===== config.mk =====
export PLATFORM = sky130hd
export DESIGN_NAME = scie_arbiter_flat
export DESIGN_NICKNAME = d
export VERILOG_FILES = /design/src/rtl/scie_arbiter_if.sv /design/src/rtl/scie_arbiter.sv /design/src/flat_wrapper.sv
export SDC_FILE = /design/constraint.sdc
export NUM_CORES = 1
export LEC_CHECK = 0
export BUFFER_PORTS_ARGS = -buffer_cell sky130_fd_sc_hd__buf_2
export CORE_AREA = 2 2 152 154
export CTS_BUF_LIST = sky130_fd_sc_hd__clkbuf_16
export DETAILED_ROUTE_END_ITERATION = 12
export DIE_AREA = 0 0 154 156
export HOLD_SLACK_MARGIN = 0.02
export SYNTH_ARGS = -nofsm -noshare
export SYNTH_HDL_FRONTEND = slang
export SYNTH_SLANG_ARGS = --single-unit

===== constraint.sdc =====
create_clock -name clock -period 1.49 [get_ports clock]
set_input_delay 0.149 -clock clock [delete_from_list [all_inputs] [get_ports clock]]
set_output_delay 0.149 -clock clock [all_outputs]
set_load 0.02 [all_outputs]

===== src/rtl/scie_arbiter_if.sv =====
// scie_arbiter_if: one requester channel of the SCIE arbiter
// master = requester side, slave = arbiter side
// valid/ready/lock : issue handshake; lock holds the grant after this transfer
// insn/rs1/rs2     : instruction word and operands
// rsp_valid/rsp_rd : one-cycle result pulse and result data
interface scie_arbiter_if;
   logic        valid, ready, lock, rsp_valid;
   logic [31:0] insn, rs1, rs2, rsp_rd;
   modport master(output valid, lock, insn, rs1, rs2, input ready, rsp_valid, rsp_rd);
   modport slave(input valid, lock, insn, rs1, rs2, output ready, rsp_valid, rsp_rd);
endinterface


===== src/rtl/scie_arbiter.sv =====
// scie_arbiter: two-requester arbiter in front of a shared pipelined SCIE unit
// clock, reset      : rising-edge clock, synchronous active-low reset
// req0, req1        : requester channels (scie_arbiter_if.slave)
// scie_valid/insn/rs1/rs2 : issue port to the SCIE unit
// scie_rd           : SCIE result, valid LATENCY cycles after its issue
// perf_issue0/1, perf_conflict : counters, present only with SCIE_ARB_PERF_EN
module scie_arbiter #(
   parameter int LATENCY = 1
) (
   input  logic        clock,
   input  logic        reset,
   scie_arbiter_if.slave req0,
   scie_arbiter_if.slave req1,
   output logic        scie_valid,
   output logic [31:0] scie_insn,
   output logic [31:0] scie_rs1,
   output logic [31:0] scie_rs2,
   input  logic [31:0] scie_rd
`ifdef SCIE_ARB_PERF_EN
   ,
   output logic [31:0] perf_issue0,
   output logic [31:0] perf_issue1,
   output logic [31:0] perf_conflict
`endif
);
   typedef enum logic [1:0] {IDLE, LOCK0, LOCK1} state_t;
   state_t state, state_nxt;
   logic ptr, ready0, ready1, fire;
   logic [LATENCY-1:0] tag_v, tag_id;
   logic [LATENCY:0] tag_v_sh, tag_id_sh;
   logic exit_v, exit_id;
   always_ff @(posedge clock) begin
      if (!reset) state <= IDLE;
      else state <= state_nxt;
   end
   always_comb begin
      state_nxt = ready0 && state == IDLE && req0.lock ? LOCK0 :
                  ready1 && state == IDLE && req1.lock ? LOCK1 :
                  (ready0 && state == LOCK0 && !req0.lock) ||
                  (ready1 && state == LOCK1 && !req1.lock) ? IDLE : state;
   end
   // Ready already includes valid, so ready doubles as "transfer fires".
   // Everything is forced low while reset is held so outputs read 0.
   always_comb begin
      ready0 = reset && req0.valid && (state == LOCK0 || (state == IDLE && (!req1.valid || !ptr)));
      ready1 = reset && req1.valid && (state == LOCK1 || (state == IDLE && (!req0.valid || ptr)));
      fire   = ready0 || ready1;
      scie_valid = fire;
      scie_insn  = ready0 ? req0.insn : ready1 ? req1.insn : '0;
      scie_rs1   = ready0 ? req0.rs1  : ready1 ? req1.rs1  : '0;
      scie_rs2   = ready0 ? req0.rs2  : ready1 ? req1.rs2  : '0;
   end
   assign req0.ready = ready0;
   assign req1.ready = ready1;
   // Tag pipe: bit 0 enters on issue, bit LATENCY-1 exits alongside scie_rd.
   assign tag_v_sh  = {tag_v, fire};
   assign tag_id_sh = {tag_id, ready1};
   always_ff @(posedge clock) begin
      if (!reset) begin
         ptr    <= 1'b0;
         tag_v  <= '0;
         tag_id <= '0;
      end else begin
         ptr    <= fire ? ready0 : ptr;
         tag_v  <= tag_v_sh[LATENCY-1:0];
         tag_id <= tag_id_sh[LATENCY-1:0];
      end
   end
   assign exit_v         = reset && tag_v[LATENCY-1];
   assign exit_id        = tag_id[LATENCY-1];
   assign req0.rsp_valid = exit_v && !exit_id;
   assign req1.rsp_valid = exit_v && exit_id;
   assign req0.rsp_rd    = req0.rsp_valid ? scie_rd : '0;
   assign req1.rsp_rd    = req1.rsp_valid ? scie_rd : '0;
`ifdef SCIE_ARB_PERF_EN
   always_ff @(posedge clock) begin
      if (!reset) begin
         perf_issue0   <= '0;
         perf_issue1   <= '0;
         perf_conflict <= '0;
      end else begin
         perf_issue0   <= perf_issue0 + 32'(ready0);
         perf_issue1   <= perf_issue1 + 32'(ready1);
         perf_conflict <= perf_conflict + 32'((req0.valid && !ready0) || (req1.valid && !ready1));
      end
   end
`endif
endmodule


===== src/flat_wrapper.sv =====
// flat-port wrapper written by rule: the top's interface ports become plain ports
module scie_arbiter_flat 
#(
   parameter int LATENCY = 1
)
  (clock, reset, scie_valid, scie_insn, scie_rs1, scie_rs2, scie_rd, req0_valid, req0_lock, req0_insn, req0_rs1, req0_rs2, req0_ready, req0_rsp_valid, req0_rsp_rd, req1_valid, req1_lock, req1_insn, req1_rs1, req1_rs2, req1_ready, req1_rsp_valid, req1_rsp_rd);
  scie_arbiter_if req0_i ();
  scie_arbiter_if req1_i ();
  input  logic clock;
  input  logic reset;
  output logic scie_valid;
  output logic [31:0] scie_insn;
  output logic [31:0] scie_rs1;
  output logic [31:0] scie_rs2;
  input  logic [31:0] scie_rd;
  input wire logic [$bits(req0_i.valid)-1:0] req0_valid;
  input wire logic [$bits(req0_i.lock)-1:0] req0_lock;
  input wire logic [$bits(req0_i.insn)-1:0] req0_insn;
  input wire logic [$bits(req0_i.rs1)-1:0] req0_rs1;
  input wire logic [$bits(req0_i.rs2)-1:0] req0_rs2;
  output wire logic [$bits(req0_i.ready)-1:0] req0_ready;
  output wire logic [$bits(req0_i.rsp_valid)-1:0] req0_rsp_valid;
  output wire logic [$bits(req0_i.rsp_rd)-1:0] req0_rsp_rd;
  input wire logic [$bits(req1_i.valid)-1:0] req1_valid;
  input wire logic [$bits(req1_i.lock)-1:0] req1_lock;
  input wire logic [$bits(req1_i.insn)-1:0] req1_insn;
  input wire logic [$bits(req1_i.rs1)-1:0] req1_rs1;
  input wire logic [$bits(req1_i.rs2)-1:0] req1_rs2;
  output wire logic [$bits(req1_i.ready)-1:0] req1_ready;
  output wire logic [$bits(req1_i.rsp_valid)-1:0] req1_rsp_valid;
  output wire logic [$bits(req1_i.rsp_rd)-1:0] req1_rsp_rd;
  assign req0_i.valid = req0_valid;
  assign req0_i.lock = req0_lock;
  assign req0_i.insn = req0_insn;
  assign req0_i.rs1 = req0_rs1;
  assign req0_i.rs2 = req0_rs2;
  assign req0_ready = req0_i.ready;
  assign req0_rsp_valid = req0_i.rsp_valid;
  assign req0_rsp_rd = req0_i.rsp_rd;
  assign req1_i.valid = req1_valid;
  assign req1_i.lock = req1_lock;
  assign req1_i.insn = req1_insn;
  assign req1_i.rs1 = req1_rs1;
  assign req1_i.rs2 = req1_rs2;
  assign req1_ready = req1_i.ready;
  assign req1_rsp_valid = req1_i.rsp_valid;
  assign req1_rsp_rd = req1_i.rsp_rd;
  scie_arbiter #(.LATENCY(LATENCY)) u_core (.clock(clock), .reset(reset), .req0(req0_i), .req1(req1_i), .scie_valid(scie_valid), .scie_insn(scie_insn), .scie_rs1(scie_rs1), .scie_rs2(scie_rs2), .scie_rd(scie_rd));
endmodule

==> flow_metrics.env, run 1 <==
export IMPL_yosysMostFrequentCell="a22o_1"
export IMPL_grt_max_degree=57
export IMPL_synth_compound_area_frac=0.550
export IMPL_synth_edf_count=0
export IMPL_hold_path_class="input pin to flop"
export IMPL_sequentialPowerShare=0.059
export IMPL_stdcell_count=906
export IMPL_whs_endpoint="u_core.state[1]"
export IMPL_placed_cell_area_sq_um=3980
export IMPL_hp_start="req1_lock"
export IMPL_syn_num_nets=444
export IMPL_drive_above_1_share=0.746
export IMPL_clk_pin_slew_ps=30
export IMPL_yosys_warnings=0
export IMPL_drt_pre_antenna_iters=4
export IMPL_dp_cells=876
export IMPL_drt_iter0_drc=242
export IMPL_rr_startpoint="u_core.state[1]"
export IMPL_internal_power_uw=1540
export IMPL_cp_start_kind="flop"
export IMPL_clock_path_buffers=2
export IMPL_finalSetupViolCount=97
export IMPL_path_cells="nand3b_1 > and3_4 > buf_6 > buf_16 > a22o_4 > buf_4"
export IMPL_worst_slew_pin_slew_ps=148
export IMPL_cp_end_kind="output port"
export IMPL_cp_top_family="buffers and inverters"
export IMPL_portBuffers=394
export IMPL_cts_tree="built"
export IMPL_cts_htree_levels=1
export IMPL_die_area_sq_um=24000
export IMPL_timing_final_crit_share=1.20
export IMPL_route_detailed_drc=0
export IMPL_fp_coreArea_sq_um=22400
export IMPL_syn_area_per_cell_sq_um=7.75
export IMPL_ys_async_sr_fraction=0
export IMPL_grt_util_all_layers=0.118
export IMPL_slew_limit_headroom=0.901
export IMPL_ir_drop_uv=396
export IMPL_grt_pass1_wl_mm=21.3
export IMPL_path_buf_inv=3
export IMPL_gp_congestion=0.901
export IMPL_crit_arrival_ps=1650
export IMPL_ys_seq_area_frac=0.0603
export IMPL_grt_pass1_vias=3518
export IMPL_clockRootBuffer="clkbuf_16"
export IMPL_pwr_share_comb=0.776
export IMPL_reg2reg_depth=4
export IMPL_yosys_area_share_simple=0.280
export IMPL_path_class="flop to output port"
export IMPL_grt_setup_unrepaired="yes"
export IMPL_design_area_sq_um=5320
export IMPL_dp_hpwl_mm=12.7
export IMPL_syn_inst=214
export IMPL_cts_buffers_inserted=3
export IMPL_worstSkewPairLatency_ps=220
export IMPL_cts_num_sinks=5
export IMPL_fin_nets=848
export IMPL_cap_violations=0
export IMPL_power_density_nw_per_um2=491
export IMPL_path_max_fanout=11
export IMPL_violations="negative setup slack"
export IMPL_critical_path_max_stage_delay_ps=310
export IMPL_reg2reg_to="u_core.state[0]"
export IMPL_num_rows=55
export IMPL_synth_adder_area_share=0
export IMPL_hold_viol=0
export IMPL_setup_slack_ps=-304
export IMPL_fin_crit_ps=1790
export IMPL_crit_slowest_cell="dfxtp_2"
export IMPL_vias=3615
export IMPL_antenna_found_initial=3
export IMPL_ys_ff_latch=5
export IMPL_clock_skew_ps=0.332
export IMPL_avgViaCountPerCell=3.99
export IMPL_area_delta_synth_final_pct=221
export IMPL_io_pins=395
export IMPL_synth_top_family_by_area="compound AO/OA/AOI/OAI gates"
export IMPL_required_ps=1340
export IMPL_wl_mm=17.6
export IMPL_synth_top_cell_by_area="a22o_1"
export IMPL_p_clk_frac=0.164
export IMPL_synth_top_area_share=0.507
export IMPL_outcome="complete, but fails checks"
export IMPL_grt_overflow=0
export IMPL_fmax_mhz=557
export IMPL_synth_xor_area_frac=0
export IMPL_switchingPower_uw=1070
export IMPL_reg2reg_slack_ps=460
export IMPL_syn_cell_area_sq_um=1660
export IMPL_fill_cells=2409
export IMPL_ys_flop_type="dfxtp_1"
export IMPL_post_drt_wl_per_cell_um=19.4
export IMPL_switching_share=0.410
export IMPL_yosysUniqueCellTypes=19
export IMPL_start_util=0.0742
export IMPL_synth_mux_area_frac=0
export IMPL_die_h_um=156
export IMPL_worstHoldPathCells=3
export IMPL_synth_area_leaders="a22o_1, and2_1, dfxtp_1"
export IMPL_die_w_um=154
export IMPL_power_leakage_uw=0.00295
export IMPL_synthTopCellsByCount="a22o_1, and2_1, buf_2"
export IMPL_ant_nets=0
export IMPL_finalMaxSlewViolations=0
placed cells by master (no fill, tap or decap), types with 3 or more instances in the layout:
master	instances
buf_2	297
buf_6	97
a22o_1	76
and2_1	64
a22o_4	20
buf_4	11
clkbuf_16	8
buf_16	8
buf_12	7
diode_2	4
buf_8	3
dfxtp_1	3
layout make-up:
cell class	count	area [sq um]	share of cell area
timing repair buffer	428	3190	0.600
multi-input combinational	180	1580	0.297
antenna	4	10.0	0.00188
sequential	5	103	0.0193
tap	285	357	0.0670
clock buffer	3	75.1	0.0141
clock inverter	1	3.75	0.000705
power groups by stage:
stage,clock [uW],combinational [uW],sequential [uW]
global route,446,2120,157
floorplan,0,731,155
detailed placement,0,1440,155
finish,430,2030,155
global placement,0,1440,155
CTS,438,1880,153
worst reg2reg max path: stages (launching register included):
cell and delay, ps:
dfxtp_1 350, buf_6 120, nand2b_1 150, a21oi_1 60, o221a_2 230
stage by stage:
step           utilization  power, uW  hold WS [ps]  setup TNS (ps)  worst slack (ps)
6_report             0.238       2610           198          -25890              -304
5_1_grt              0.238       2720           214          -31600              -360
4_1_cts              0.223       2470           196          -25720              -323
3_5_place_dp         0.178       1590           426           -1050             -98.2
3_3_place_gp         0.178       1600           432            -877             -84.9
2_1_floorplan            -        885           328               0              25.1
cell families (layout without fill, tap and decap cells):
kind of cell / after synthesis / in the layout
AOI/OAI and AO/OA: 105 / 105
DFF: 5 / 5
and+or+nand+nor: 75 / 75
buffers and inverters: 29 / 432
other: 0 / 4
what timing repair did:
action                     4_1_cts  5_1_grt
resized for setup              204       27
pin swaps                        7       64
hold endpoints to repair         0        0
buffers inserted                 4        3
hold buffers                     0        0
setup endpoints to repair       98      111
gates cloned                     6        9
state kept, by name, summed over array words and instances, names as in the netlist:
register	cells
u_core.exit_id	1
u_core.ptr	1
u_core.state	2
u_core.tag_v	1
routing by layer:
metal  vias up  routed length [um]  track usage
met4         2                 310       0.0329
li1       1646                   -            -
met5         -                  13            0
met2       268                8080        0.193
met3        18                1600       0.0292
met1      1681                7600        0.154
how the worst max path moves through the flow:
stage	from	to	slack, ps	cells past startpoint
4_1_cts	u_core.ptr	scie_rs2[10]	-320	6
5_1_grt	u_core.state[0]	scie_insn[12]	-360	6
3_3_place_gp	u_core.state[0]	scie_rs2[31]	-80	5
2_1_floorplan	u_core.state[0]	scie_insn[0]	30	6
6_report	u_core.state[0]	scie_insn[12]	-300	6
3_5_place_dp	u_core.ptr	scie_rs2[10]	-100	5
(Power assumes the default switching activity.)
==> run 2: changes to the inputs <==
CORE_AREA = 2 2 155 157   (was 2 2 152 154)
DIE_AREA = 0 0 157 159   (was 0 0 154 156)
clock period = 2.2 ns   (was 1.49 ns; I/O delays follow)
==> run 2 against run 1 <==
Net effect:
- the run now ends clean
- flip-flop and latch count stayed put
- sequential power decreased by 32%
- register-to-register slack gained 720 ps
- critical path depth shrank 1
- final cell count rose by 0.77%
- setup slack better by 460 ps
- global-route usage shrank 2.2 points
- via count decreased by 8.5%
- clock power is 30% lower
==> flow_metrics.env, run 2 (synthesized netlist as in run 1, its figures left out) <==
export IMPL_vias=3307
export IMPL_clk_pin_slew_ps=30
export IMPL_cts_tree="built"
export IMPL_area_delta_synth_final_pct=145
export IMPL_post_drt_wl_per_cell_um=15.2
export IMPL_timing_final_crit_share=0.930
export IMPL_outcome="finished clean"
export IMPL_clock_skew_ps=0.911
export IMPL_reg2reg_depth=3
export IMPL_path_max_fanout=26
export IMPL_worstSkewPairLatency_ps=230
export IMPL_grt_overflow=0
export IMPL_fmax_mhz=489
export IMPL_antenna_found_initial=4
export IMPL_dp_cells=907
export IMPL_wl_mm=13.9
export IMPL_p_clk_frac=0.224
export IMPL_grt_setup_unrepaired="no"
export IMPL_cp_start_kind="flop"
export IMPL_ctsHoldBuffers=0
export IMPL_path_class="flop to output port"
export IMPL_route_detailed_drc=0
export IMPL_finalMaxSlewViolations=0
export IMPL_finalPower_uw=1340
export IMPL_cts_num_sinks=5
export IMPL_grt_pass1_wl_mm=18.3
export IMPL_worstHoldPathCells=3
export IMPL_setup_tns_ps=0
export IMPL_fin_nets=823
export IMPL_stdcell_count=913
export IMPL_io_pins=395
export IMPL_avgViaCountPerCell=3.62
export IMPL_hold_viol=0
export IMPL_dp_hpwl_mm=12.0
export IMPL_switchingPower_uw=598
export IMPL_hold_path_class="input pin to flop"
export IMPL_ant_nets=0
export IMPL_sequentialPowerShare=0.079
export IMPL_die_area_sq_um=25000
export IMPL_ir_drop_uv=397
export IMPL_finalSetupViolCount=0
export IMPL_fp_coreArea_sq_um=23200
export IMPL_cap_violations=0
export IMPL_clock_path_buffers=2
export IMPL_crit_arrival_ps=1830
export IMPL_grt_util_all_layers=0.0966
export IMPL_fin_crit_ps=2050
export IMPL_clockRootBuffer="clkbuf_16"
export IMPL_postCtsSetupRepairBufs=0
export IMPL_portBuffers=394
export IMPL_power_leakage_uw=0.00251
export IMPL_layout_common_cells="buf_2, a22o_1, and2_1"
export IMPL_switching_share=0.445
export IMPL_drt_pre_antenna_iters=4
export IMPL_largest_register="u_core.state"
export IMPL_num_rows=56
export IMPL_grt_pass1_vias=3132
export IMPL_drive_above_1_share=0.691
export IMPL_worst_slew_pin_slew_ps=268
export IMPL_drt_iter0_drc=170
export IMPL_slew_limit_headroom=0.821
export IMPL_pwr_share_comb=0.698
export IMPL_gp_congestion=0.844
export IMPL_internal_power_uw=745
export IMPL_cts_repair_resized=0
export IMPL_required_ps=1980
export IMPL_cp_end_kind="output port"
export IMPL_cts_buffers_inserted=3
export IMPL_cts_htree_levels=1
export IMPL_die_w_um=157
export IMPL_grt_max_degree=53
export IMPL_largest_register_ffs=2
export IMPL_die_h_um=159
export IMPL_final_common_cell="buf_2"
export IMPL_start_util=0.0715
export IMPL_power_density_nw_per_um2=331
-- run 2: changes by cell type in the layout (fill, tap and decap cells not counted), moves of 2 or more --
| cell | previous run | this run |
|---|---|---|
| buf_16 | 8 | 0 |
| diode_2 | 4 | 2 |
| buf_8 | 3 | 0 |
| dfxtp_1 | 3 | 5 |
| a22o_1 | 76 | 96 |
| dfxtp_2 | 2 | 0 |
| buf_12 | 7 | 4 |
| clkbuf_16 | 8 | 3 |
| buf_4 | 11 | 5 |
| a22o_4 | 20 | 0 |
| buf_2 | 297 | 394 |
| buf_6 | 97 | 0 |
-- run 2: cell type report --
| type | count | area [sq um] |
|---|---|---|
| tap | 319 | 399 |
| timing repair buffer | 403 | 2090 |
| antenna | 2 | 5.00 |
| fill | 2637 | 19100 |
| clock inverter | 1 | 3.75 |
| sequential | 5 | 100 |
| multi-input combinational | 180 | 1390 |
| clock buffer | 3 | 75.1 |
-- run 2: worst max-delay path, stage by stage (launching register included) --
cell     delay (ps)
dfxtp_1         340
nor2b_1         160
and3_4          340
buf_12          210
a22o_1          290
buf_2           220
-- run 2: power groups by stage --
stage / Clock, uW / Sequential (uW) / Combinational, uW
after floorplan: 0 / 105 / 495
after global placement: 0 / 106 / 938
after detailed placement: 0 / 106 / 941
after CTS: 304 / 105 / 946
after global routing: 310 / 106 / 998
final: 301 / 106 / 937
-- run 2: worst paths after layout --
path | start | end | slack (ps)
worst min-delay path | req1_lock | u_core.state[1] | 260
worst max register to register | u_core.state[1] | u_core.state[0] | 1180
worst min register to register | u_core.ptr | u_core.ptr | 560
worst max-delay path | u_core.state[1] | scie_rs1[24] | 150
-- run 2: metrics by stage --
step	util	hold WS (ps)	instance area, sq um	setup WS [ps]
after floorplan	-	399	1660	664
after global routing	0.175	285	4060	59.3
after global placement	0.172	503	3980	369
after detailed placement	0.172	503	3980	361
final	0.175	264	4060	154
after CTS	0.175	268	4060	108
-- run 2: metal layers --
metal | track usage | wire, um | vias up
li1 | - | - | 1582
met1 | 0.114 | 5810 | 1474
met2 | 0.177 | 6580 | 235
met3 | 0.0283 | 1420 | 10
met4 | 0.00876 | 42 | 6
met5 | 0 | 41 | -
==> run 3: changes to the inputs <==
SETUP_SLACK_MARGIN = 0.2   (was unset)
==> run 3 against run 2 <==
Net effect:
- count of clock-buffer cells in the layout unchanged
- setup slack improved by 95 ps
- combinational power increased by 3.1%
==> flow_metrics.env, run 3 (synthesized netlist as in run 1, its figures left out) <==
export IMPL_finalSetupViolCount=0
export IMPL_avgViaCountPerCell=3.66
export IMPL_layout_common_cells="buf_2, a22o_1, and2_1"
export IMPL_ant_nets=0
export IMPL_slew_limit_headroom=0.823
export IMPL_placed_cell_area_sq_um=3980
export IMPL_area_delta_synth_final_pct=150
export IMPL_ff_latch_area_sq_um=100
export IMPL_hold_viol=0
export IMPL_setup_tns_ps=0
export IMPL_grt_max_degree=53
export IMPL_dp_cells=907
export IMPL_die_area_sq_um=25000
export IMPL_timing_final_crit_share=0.887
export IMPL_hold_path_class="input pin to flop"
export IMPL_grt_overflow=0
export IMPL_ctsHoldBuffers=0
export IMPL_post_drt_wl_per_cell_um=15.5
export IMPL_start_util=0.0715
export IMPL_cts_buffers_inserted=3
export IMPL_cp_start_kind="flop"
export IMPL_finalMaxSlewViolations=0
export IMPL_vias=3356
export IMPL_outcome="finished clean"
export IMPL_design_area_sq_um=4150
export IMPL_drt_iter0_drc=188
export IMPL_die_h_um=159
export IMPL_fmax_mhz=513
export IMPL_crit_slowest_cell="dfxtp_1"
export IMPL_portBuffers=394
export IMPL_path_max_fanout=26
export IMPL_grt_util_all_layers=0.0970
export IMPL_setup_slack_ps=250
export IMPL_power_density_nw_per_um2=331
export IMPL_wl_mm=14.3
export IMPL_worst_slew_pin_slew_ps=266
export IMPL_fin_crit_ps=1950
export IMPL_cap_violations=0
export IMPL_num_rows=56
export IMPL_largest_register_ffs=2
export IMPL_cts_htree_levels=1
export IMPL_cp_top_family="buffers and inverters"
export IMPL_route_detailed_drc=0
export IMPL_multi_input_area_sq_um=1400
export IMPL_path_cells="and2b_2 > o211a_4 > buf_12 > buf_16 > a22o_1 > buf_2"
export IMPL_path_buf_inv=3
export IMPL_stdcell_count=918
export IMPL_io_pins=395
export IMPL_cp_end_kind="output port"
export IMPL_grt_pass1_vias=3148
export IMPL_fp_coreArea_sq_um=23200
export IMPL_antenna_found_initial=4
export IMPL_final_common_cell="buf_2"
export IMPL_fin_nets=828
export IMPL_cts_tree="built"
export IMPL_power_leakage_uw=0.00255
export IMPL_fill_cells=2625
export IMPL_finalPower_uw=1370
export IMPL_grt_setup_unrepaired="yes"
export IMPL_required_ps=1980
export IMPL_clock_skew_ps=0.494
export IMPL_clk_pin_slew_ps=30
export IMPL_grt_pass1_wl_mm=18.3
export IMPL_crit_arrival_ps=1730
export IMPL_drt_pre_antenna_iters=4
export IMPL_ir_drop_uv=413
export IMPL_post_place_ws_ps=361
export IMPL_largest_register="u_core.state"
export IMPL_cts_num_sinks=5
export IMPL_critical_path_max_stage_delay_ps=350
export IMPL_clock_path_buffers=2
export IMPL_die_w_um=157
export IMPL_worstSkewPairLatency_ps=230
export IMPL_path_class="flop to output port"
export IMPL_clockRootBuffer="clkbuf_16"
export IMPL_drive_above_1_share=0.698
export IMPL_gp_congestion=0.844
export IMPL_dp_hpwl_mm=12.0
[run 3: through the flow]
stage | hold WS [ps] | utilization
final | 263 | 0.179
after global routing | 285 | 0.179
after CTS | 268 | 0.176
after detailed placement | 503 | 0.172
after global placement | 503 | 0.172
after floorplan | 399 | -
[run 3: power breakdown]
group	total [uW]	leakage (uW)	internal [uW]	switching [uW]
Sequential	106	0.0000415	99.2	6.48
Clock	302	0.0000423	236	66.0
Combinational	966	0.00247	429	536
Total	1370	0.00255	764	609
[run 3: worst paths after layout]
check | startpoint | end | slack, ps | cells after the start
worst min register to register | u_core.state[0] | u_core.state[0] | 560 | 1
worst min-delay path | req1_lock | u_core.state[1] | 260 | 3
worst max-delay path | u_core.state[0] | scie_rs2[24] | 250 | 6
worst max register to register | u_core.state[1] | u_core.state[0] | 1190 | 3
[run 3: what timing repair did]
| action | CTS | global route |
|---|---|---|
| gates resized for setup | 1 | 4 |
| pin swaps | 1 | 0 |
| setup endpoints to repair | 2 | 20 |
| gates cloned | 0 | 1 |
| buffers inserted | 3 | 1 |
| hold endpoints to repair | 0 | 0 |
[run 3: final cells by class]
type / count / area share
diodes: 2 / 0.00121
clock buffers: 3 / 0.0181
repair buffers: 408 / 0.522
multi-input cells: 180 / 0.337
clock inverters: 1 / 0.000905
well taps: 319 / 0.0962
flip-flops and latches: 5 / 0.0241
[run 3: routing by layer]
layer | up-vias | wire (um) | GRT usage
li1 | 1594 | - | -
met1 | 1516 | 6010 | 0.115
met2 | 230 | 6780 | 0.177
met3 | 10 | 1380 | 0.0283
met4 | 6 | 42 | 0.00876
met5 | - | 41 | 0
[run 3: tightest hold or removal path: stages]
cell	delay, ps
buf_2	70
o21ai_0	70
nor2_1	90
